`src/rtl/lcd_write_arbiter.sv`:
```
// Two-requester round-robin arbiter in front of a single LCD write controller.
// Each accepted write is held on lcd_* until done or timeout, then followed by a fixed settle gap.
module lcd_write_arbiter #(
    parameter int unsigned SETTLE_CYC = 18'h3FFFE,
    parameter int unsigned TMO_CYC    = 20'hFFFFF
) (
    input  logic       clk_i,
    input  logic       rst_i,

    input  logic       req0_valid_i,
    input  logic       req0_rs_i,
    input  logic [7:0] req0_data_i,
    input  logic       req0_lock_i,
    output logic       req0_ready_o,

    input  logic       req1_valid_i,
    input  logic       req1_rs_i,
    input  logic [7:0] req1_data_i,
    input  logic       req1_lock_i,
    output logic       req1_ready_o,

    output logic [7:0] lcd_data_o,
    output logic       lcd_rs_o,
    output logic       lcd_start_o,
    input  logic       lcd_done_i,

    output logic       busy_o,
    output logic       grant_o,
    output logic       err_o
);

    localparam int unsigned TmoW    = (TMO_CYC    > 1) ? $clog2(TMO_CYC + 1)    : 1;
    localparam int unsigned SettleW = (SETTLE_CYC > 1) ? $clog2(SETTLE_CYC + 1) : 1;

    typedef enum logic [1:0] {
        StIdle,
        StIssue,
        StSettle
    } state_e;

    state_e             state_q, state_d;
    logic               prio_q, prio_d;
    logic               grant_q, grant_d;
    logic               err_q, err_d;
    logic               start_q, start_d;
    logic [7:0]         data_q, data_d;
    logic               rs_q, rs_d;
    logic               ready0_q, ready0_d;
    logic               ready1_q, ready1_d;
    logic [TmoW-1:0]    tmo_cnt_q, tmo_cnt_d;
    logic [SettleW-1:0] settle_cnt_q, settle_cnt_d;

    logic any_valid;
    logic win1;
    logic grant_lock;

    assign any_valid  = req0_valid_i | req1_valid_i;
    // Requester 1 wins when it is the only one asking, or on a tie when prio points at it.
    assign win1       = req1_valid_i & (~req0_valid_i | prio_q);
    assign grant_lock = grant_q ? req1_lock_i : req0_lock_i;

    always_comb begin
        state_d      = state_q;
        prio_d       = prio_q;
        grant_d      = grant_q;
        err_d        = err_q;
        start_d      = start_q;
        data_d       = data_q;
        rs_d         = rs_q;
        ready0_d     = 1'b0;
        ready1_d     = 1'b0;
        tmo_cnt_d    = tmo_cnt_q;
        settle_cnt_d = settle_cnt_q;

        unique case (state_q)
            StIdle: begin
                if (any_valid) begin
                    state_d   = StIssue;
                    grant_d   = win1;
                    data_d    = win1 ? req1_data_i : req0_data_i;
                    rs_d      = win1 ? req1_rs_i : req0_rs_i;
                    start_d   = 1'b1;
                    ready0_d  = ~win1;
                    ready1_d  = win1;
                    tmo_cnt_d = '0;
                end
            end
            StIssue: begin
                if (lcd_done_i) begin
                    state_d      = StSettle;
                    start_d      = 1'b0;
                    settle_cnt_d = '0;
                end else if (tmo_cnt_q == TmoW'(TMO_CYC - 1)) begin
                    // Abandon the write; the requester already saw ready, so nothing retries it.
                    state_d      = StSettle;
                    start_d      = 1'b0;
                    err_d        = 1'b1;
                    settle_cnt_d = '0;
                end else begin
                    tmo_cnt_d = tmo_cnt_q + TmoW'(1);
                end
            end
            StSettle: begin
                if (settle_cnt_q == SettleW'(SETTLE_CYC - 1)) begin
                    state_d = StIdle;
                    prio_d  = grant_lock ? grant_q : ~grant_q;
                end else begin
                    settle_cnt_d = settle_cnt_q + SettleW'(1);
                end
            end
            default: begin
                state_d = StIdle;
            end
        endcase
    end

    always_ff @(posedge clk_i) begin
        if (rst_i) begin
            state_q      <= StIdle;
            prio_q       <= 1'b0;
            grant_q      <= 1'b0;
            err_q        <= 1'b0;
            start_q      <= 1'b0;
            data_q       <= 8'h00;
            rs_q         <= 1'b0;
            ready0_q     <= 1'b0;
            ready1_q     <= 1'b0;
            tmo_cnt_q    <= '0;
            settle_cnt_q <= '0;
        end else begin
            state_q      <= state_d;
            prio_q       <= prio_d;
            grant_q      <= grant_d;
            err_q        <= err_d;
            start_q      <= start_d;
            data_q       <= data_d;
            rs_q         <= rs_d;
            ready0_q     <= ready0_d;
            ready1_q     <= ready1_d;
            tmo_cnt_q    <= tmo_cnt_d;
            settle_cnt_q <= settle_cnt_d;
        end
    end

    assign req0_ready_o = ready0_q;
    assign req1_ready_o = ready1_q;
    assign lcd_data_o   = data_q;
    assign lcd_rs_o     = rs_q;
    assign lcd_start_o  = start_q;
    assign busy_o       = (state_q != StIdle);
    assign grant_o      = grant_q;
    assign err_o        = err_q;

endmodule

```
`config.mk`:
```
export PLATFORM = sky130hd
export DESIGN_NAME = lcd_write_arbiter
export DESIGN_NICKNAME = d
export VERILOG_FILES = /design/src/rtl/lcd_write_arbiter.sv
export SDC_FILE = /design/constraint.sdc
export NUM_CORES = 1
export LEC_CHECK = 0
export ABC_AREA = 1
export ABC_CLOCK_PERIOD_IN_PS = 1500
export CAP_MARGIN = 0
export CORE_UTILIZATION = 40
export CTS_BUF_LIST = sky130_fd_sc_hd__clkbuf_16
export CTS_CLUSTER_SIZE = 40
export DETAILED_ROUTE_END_ITERATION = 7
export SLEW_MARGIN = 20
export SYNTH_ARGS = -nofsm -noshare
export SYNTH_HDL_FRONTEND = slang
export SYNTH_SLANG_ARGS = --single-unit
export TNS_END_PERCENT = 10
```
`constraint.sdc`:
```
create_clock -name clk_i -period 1.5 [get_ports clk_i]
set_input_delay 0.375 -clock clk_i [delete_from_list [all_inputs] [get_ports clk_i]]
set_output_delay 0.375 -clock clk_i [all_outputs]
set_load 0.02 [all_outputs]
```
=== Yosys cells after proc, flatten, opt, wreduce, memory -nomap -nowiden ===
Index checks and enable logic that the tools add are counted.

* Add/subtract/negate cells: 2
* $mul: 0
* Divide/modulo/power cells: 0
* Order comparisons: 0
* Equal/unequal tests: 10
* Shift-type cells: 0
* Muxes and demuxes: 21
* Bitwise operators: 9
* Reductions and logical operators: 12

{| class="wikitable"
|+ Operators by type and width
! cell !! number
|-
| 2-to-1 mux 20 bit || 3
|-
| 2-to-1 mux 18 bit || 3
|-
| case mux 20 bit (2 select lines) || 1
|-
| case mux 18 bit (2 select lines) || 1
|-
| adder 20 x 1 -> 20 bit (second input constant) || 1
|-
| == test 20 bit (second input constant) || 1
|-
| adder 18 x 1 -> 18 bit (second input constant) || 1
|-
| == test 18 bit (second input constant) || 1
|-
| AND reduction 3 bit || 4
|-
| inequality test 2 bit (second input constant) || 5
|-
| 2-to-1 mux 2 bit || 4
|-
| 2-to-1 mux 8 bit || 1
|-
| 2-to-1 mux 1 bit || 6
|-
| inverter 1 bit || 6
|-
| case mux 2 bit (3 select lines) || 1
|-
| nonzero test 2 bit || 3
|-
| AND reduction 2 bit || 2
|-
| AND reduction 4 bit || 1
|-
| inequality test 3 bit (second input constant) || 1
|-
| OR reduction 3 bit || 1
|-
| == test 2 x 1 -> 1 bit (second input constant) || 1
|-
| == test 2 bit (second input constant) || 1
|-
| zero test 2 bit || 1
|-
| bitwise OR 1 bit || 2
|-
| other kinds (2) || 2
|}

* Register bits: 55
* Latch bits: 0
* Bits in writable memories: 0
* Bits in read-only memories: 0
* Bits of input ports: 25
* Output and inout bits: 15
* Word-level logic and storage cells: 65
* Memories kept: 0

=== Depth between registers and ports, before layout ===
* Word-level depth: 4
* Depth in mapped cells: 14
* Gate-level depth less buffers: 13

=== Worst setup path before layout ===
OpenSTA, ideal clock, no wires.

* Kind: reg2reg
* Start point: register tmo_cnt_q[0]
* End point: register tmo_cnt_q[10]
* Setup time: 0.114 ns
* Arrival: 1.326 ns
* Setup slack: 0.060 ns
* Cell stages (with the launch flop): 13
* Path buffers: 1
* Cells stage by stage: dfxtp_1 > inv_1 > ha_1 > inv_1 > nor2_1 > nand2_1 > nor2_1 > nand2_1 > nand2_2 > nand2_2 > buf_2 > a21oi_1 > nor2_1

* Cells in the longest elaborated chain, start to end: 4

{| class="wikitable"
|+ Ends and longest elaborated chain
! item !! RTL line !! source
|-
| start: declaration || 50 || <nowiki>logic [TmoW-1:0] tmo_cnt_q, tmo_cnt_d;</nowiki>
|-
| start signal: assignment || 140 || <nowiki>tmo_cnt_q <= tmo_cnt_d;</nowiki>
|-
| adder 20 x 1 -> 20 bit || 100 || <nowiki>tmo_cnt_d = tmo_cnt_q + TmoW'(1);</nowiki>
|-
| 2-to-1 mux 20 bit || 93 || <nowiki>end else if (tmo_cnt_q == TmoW'(TMO_CYC - 1)) begin</nowiki>
|-
| 2-to-1 mux 20 bit || 89 || <nowiki>if (lcd_done_i) begin</nowiki>
|-
| case mux 20 bit (2 select lines) || 75 || <nowiki>unique case (state_q)</nowiki>
|}

Parallel ways exist; a longest one is shown, timed or not. The select of a mux whose other input is x is not followed.
A chain may end at the register's enable or synchronous reset.

=== Worst setup path after layout ===
* Start point: register tmo_cnt_q[0]
* End point: register tmo_cnt_q[16]

The elaborated chain is that of the path after synthesis.

==> flow_metrics.tcl <==
set metrics [dict create \
    hold_viol 0 \
    critPathMaxStageDelay_ns 0.34 \
    synth-seq-area-share 0.3471 \
    avgRoutedWirePerCell_um 12.44 \
    viasPerCell 4.851 \
    fmax_mhz 617.3 \
    ir_drop_mv 0.6042 \
    path_class "flop to flop" \
    dp_cells 712 \
    cts_root_buffer "clkbuf_16" \
    cts_made_buffers 5 \
    fp.dieH_um 91.05 \
    area_growth_pct 43.71 \
    grt_pass1_wl_mm 15.56 \
    dp_hpwl_mm 6.446 \
    ioPinCount 40 \
    htreeDepth 2 \
    wl_mm 9.008 \
    setup-tns-final_ns -1.869 \
    status "finished with violations" \
    final_cell_mix "nand2_1 (147), nor2_1 (73), buf_4 (71)" \
    portBuffers 39 \
    die_area_sq_um 8289 \
    setup_violations 33 \
    grt_use_met1 0.3107 \
    start_util 0.4126 \
    cts_hold_repair.buffers 0 \
    arrival_ns 1.82 \
    grt.total_usage 0.2271 \
    overflow 0 \
    gp_congestion 0.9000 \
    grtUsageMet2 0.3636 \
    skew_ns 0.006500 \
    dr.pass1.iters 4 \
    grt_setup_unrepaired "yes" \
    max_slew.worst_pin.slew_ns 0.4135 \
    drtIter0Drc 200 \
    grt_max_degree 22 \
    cts.reportedPaths.clkPinSlew_ns 0.08 \
    avgSynthCellArea_sq_um 6.219 \
    use_met3 0.04271 \
    slew_violations 0 \
    critPathRequiredTime_ns 1.70 \
    max_cap_violations 0 \
    min_period_over_period 1.080 \
    final_common_cell "nand2_1" \
    slew_headroom 0.7233 \
    drc 0 \
    netlist_area_sq_um 3172 \
    cp-start-kind "flop" \
    setup_ws_ns -0.1200 \
    ys_seq_elements 55 \
    path_cells "inv_2 -> ha_4 -> inv_2 -> nor2_2 -> nand2_1 -> nor2_1 -> nand2_1 -> nand2_2 -> nand2_4 -> buf_12 -> nand2_2 -> nand2_1 -> nand3_1 -> inv_1" \
    violations "negative setup slack" \
    grt_pass1_vias 3424 \
    core.rowCount 32 \
    synth_cell_types 30 \
    stdcell_area_sq_um 4558 \
    cpMaxStageDelayCell "dfxtp_2" \
    whs_path_depth 1 \
    cts_tree "yes" \
    via_count 3512 \
    clk_latency_ns 0.30 \
    p_leak_nw 1.966 \
    crit_fanout 13 \
    cts_buffer_depth 2 \
    cp-end-kind "flop" \
    die_x_um 91.05 \
    yosys_warnings 0 \
    route.antenna.remaining_nets 0 \
    final_util 0.5929 \
    grt-busiest-layer "met2" \
    nets 650 \
    synthCells 510 \
    timing.critical_path.mode_cell "nand2_1" \
    drive_gt1_frac 0.2315 \
    dpl_cell_area_sq_um 4225 \
    antenna_found_initial 0 \
    fillCellCount 745 \
    synth_nets 539 \
    cts_sinks 55 \
    p_total_mw 4.276 \
    hold_path.class "flop to flop" \
    fin_cells 724 \
    period_needed_ns 1.620 \
    worst-r2r-cell-count 14 \
    core_area_sq_um 7687 \
    diodes 0 \
    p_per_area_nw_per_um2 938.2 \
]
-- kinds of logic (layout without fill, tap and decap cells) --
kind of cell               count (synthesis)  in the layout  synth area share
and+or+nand+nor                          308            308            0.4095
DFF                                       55             55            0.3471
AOI/OAI and AO/OA                         63             63            0.1097
adders and majority gates                  4              4           0.01578
xor gates and xnor gates                   5              5           0.01381
buffers and inverters                     75            187            0.1041
-- flip-flops by register name (all words and copies together) (netlist names), 2 cells and up --
register and count:
lcd_data_o 8, settle_cnt_q 18, state_q 2, tmo_cnt_q 20
-- metal layers --
layer | vias up | wire length (um) | part of all wire
met3 | 9 | 394 | 0.044
li1 | 1853 | - | -
met4 | 0 | 101 | 0.011
met1 | 1564 | 4538 | 0.50
met2 | 86 | 3974 | 0.44
met5 | - | 0 | 0
-- final cells by class --
class | count | area [sq um] | share of cell area
Clock inverter | 3 | 42.54 | 0.009333
Tap cell | 102 | 127.6 | 0.02800
Sequential cell | 55 | 1111 | 0.2438
Timing Repair Buffer | 121 | 1069 | 0.2344
Inverter | 58 | 217.7 | 0.04776
Multi-Input combinational cell | 380 | 1866 | 0.4093
Clock buffer | 5 | 125.1 | 0.02745
-- Yosys cell counts --
library cell  instances  share of area
buf_2                 6         0.0095
nor2_4                1         0.0036
a31oi_1               9          0.018
nand3_2               2         0.0063
nor3_1                5         0.0079
nor2_1               83          0.098
buf_6                 5          0.018
ha_1                  4          0.016
or2_2                 1         0.0020
inv_1                53          0.063
nand4_1              15          0.030
nor3_2                1         0.0032
inv_2                 3         0.0036
buf_4                 1         0.0024
o21a_1                2         0.0047
a21oi_1              24          0.038
clkbuf_1              5         0.0059
a21o_1                1         0.0024
xor2_1                5          0.014
a31o_2                1         0.0028
o21ai_0              21          0.033
nand3_1              40          0.063
o21bai_1              2         0.0047
o31ai_1               2         0.0047
dfxtp_1              55           0.35
nor2_2                2         0.0039
clkinv_1              2         0.0024
nand2_1             152           0.18
nand2_2               6          0.012
o21ai_1               1         0.0016
-- worst max-delay path, delay by kind of cell, from the launching register on --
family                   cells  cell delay (ns)
adder cells (fa/ha/maj)      1             0.13
buffers and inverters        4             0.31
flip-flops                   1             0.34
AND/OR/NAND/NOR              9             0.74
-- stage by stage --
stage          setup WS, ns  hold slack (ns)
6_report            -0.1200           0.4579
5_1_grt             -0.2248           0.4950
4_1_cts             -0.1314           0.4642
3_5_place_dp        -0.3327           0.4521
3_3_place_gp        -0.2922           0.4504
2_1_floorplan       0.06007           0.4287
-- power breakdown --
group | internal [mW] | switching, mW | total [mW] | leakage (nW)
logic | 0.561 | 0.706 | 1.27 | 1.43
clock network | 0.790 | 0.576 | 1.37 | 0.0818
registers | 1.57 | 0.0706 | 1.64 | 0.451
total | 2.92 | 1.35 | 4.28 | 1.97
-- what timing repair did --
action                                  in CTS  in global routing
resized for setup                           51                 19
pin swaps                                   14                  6
cloned                                       1                  0
endpoints found under the setup margin      57                 56
setup buffers                                3                  0
-- final timing paths --
kind | from | to | slack, ns
max | tmo_cnt_q[0] | tmo_cnt_q[16] | -0.12
min | err_o | err_o | 0.46
max reg2reg | tmo_cnt_q[0] | tmo_cnt_q[16] | -0.12
min reg2reg | err_o | err_o | 0.46
Note: power is estimated with default switching activity, not from simulation.
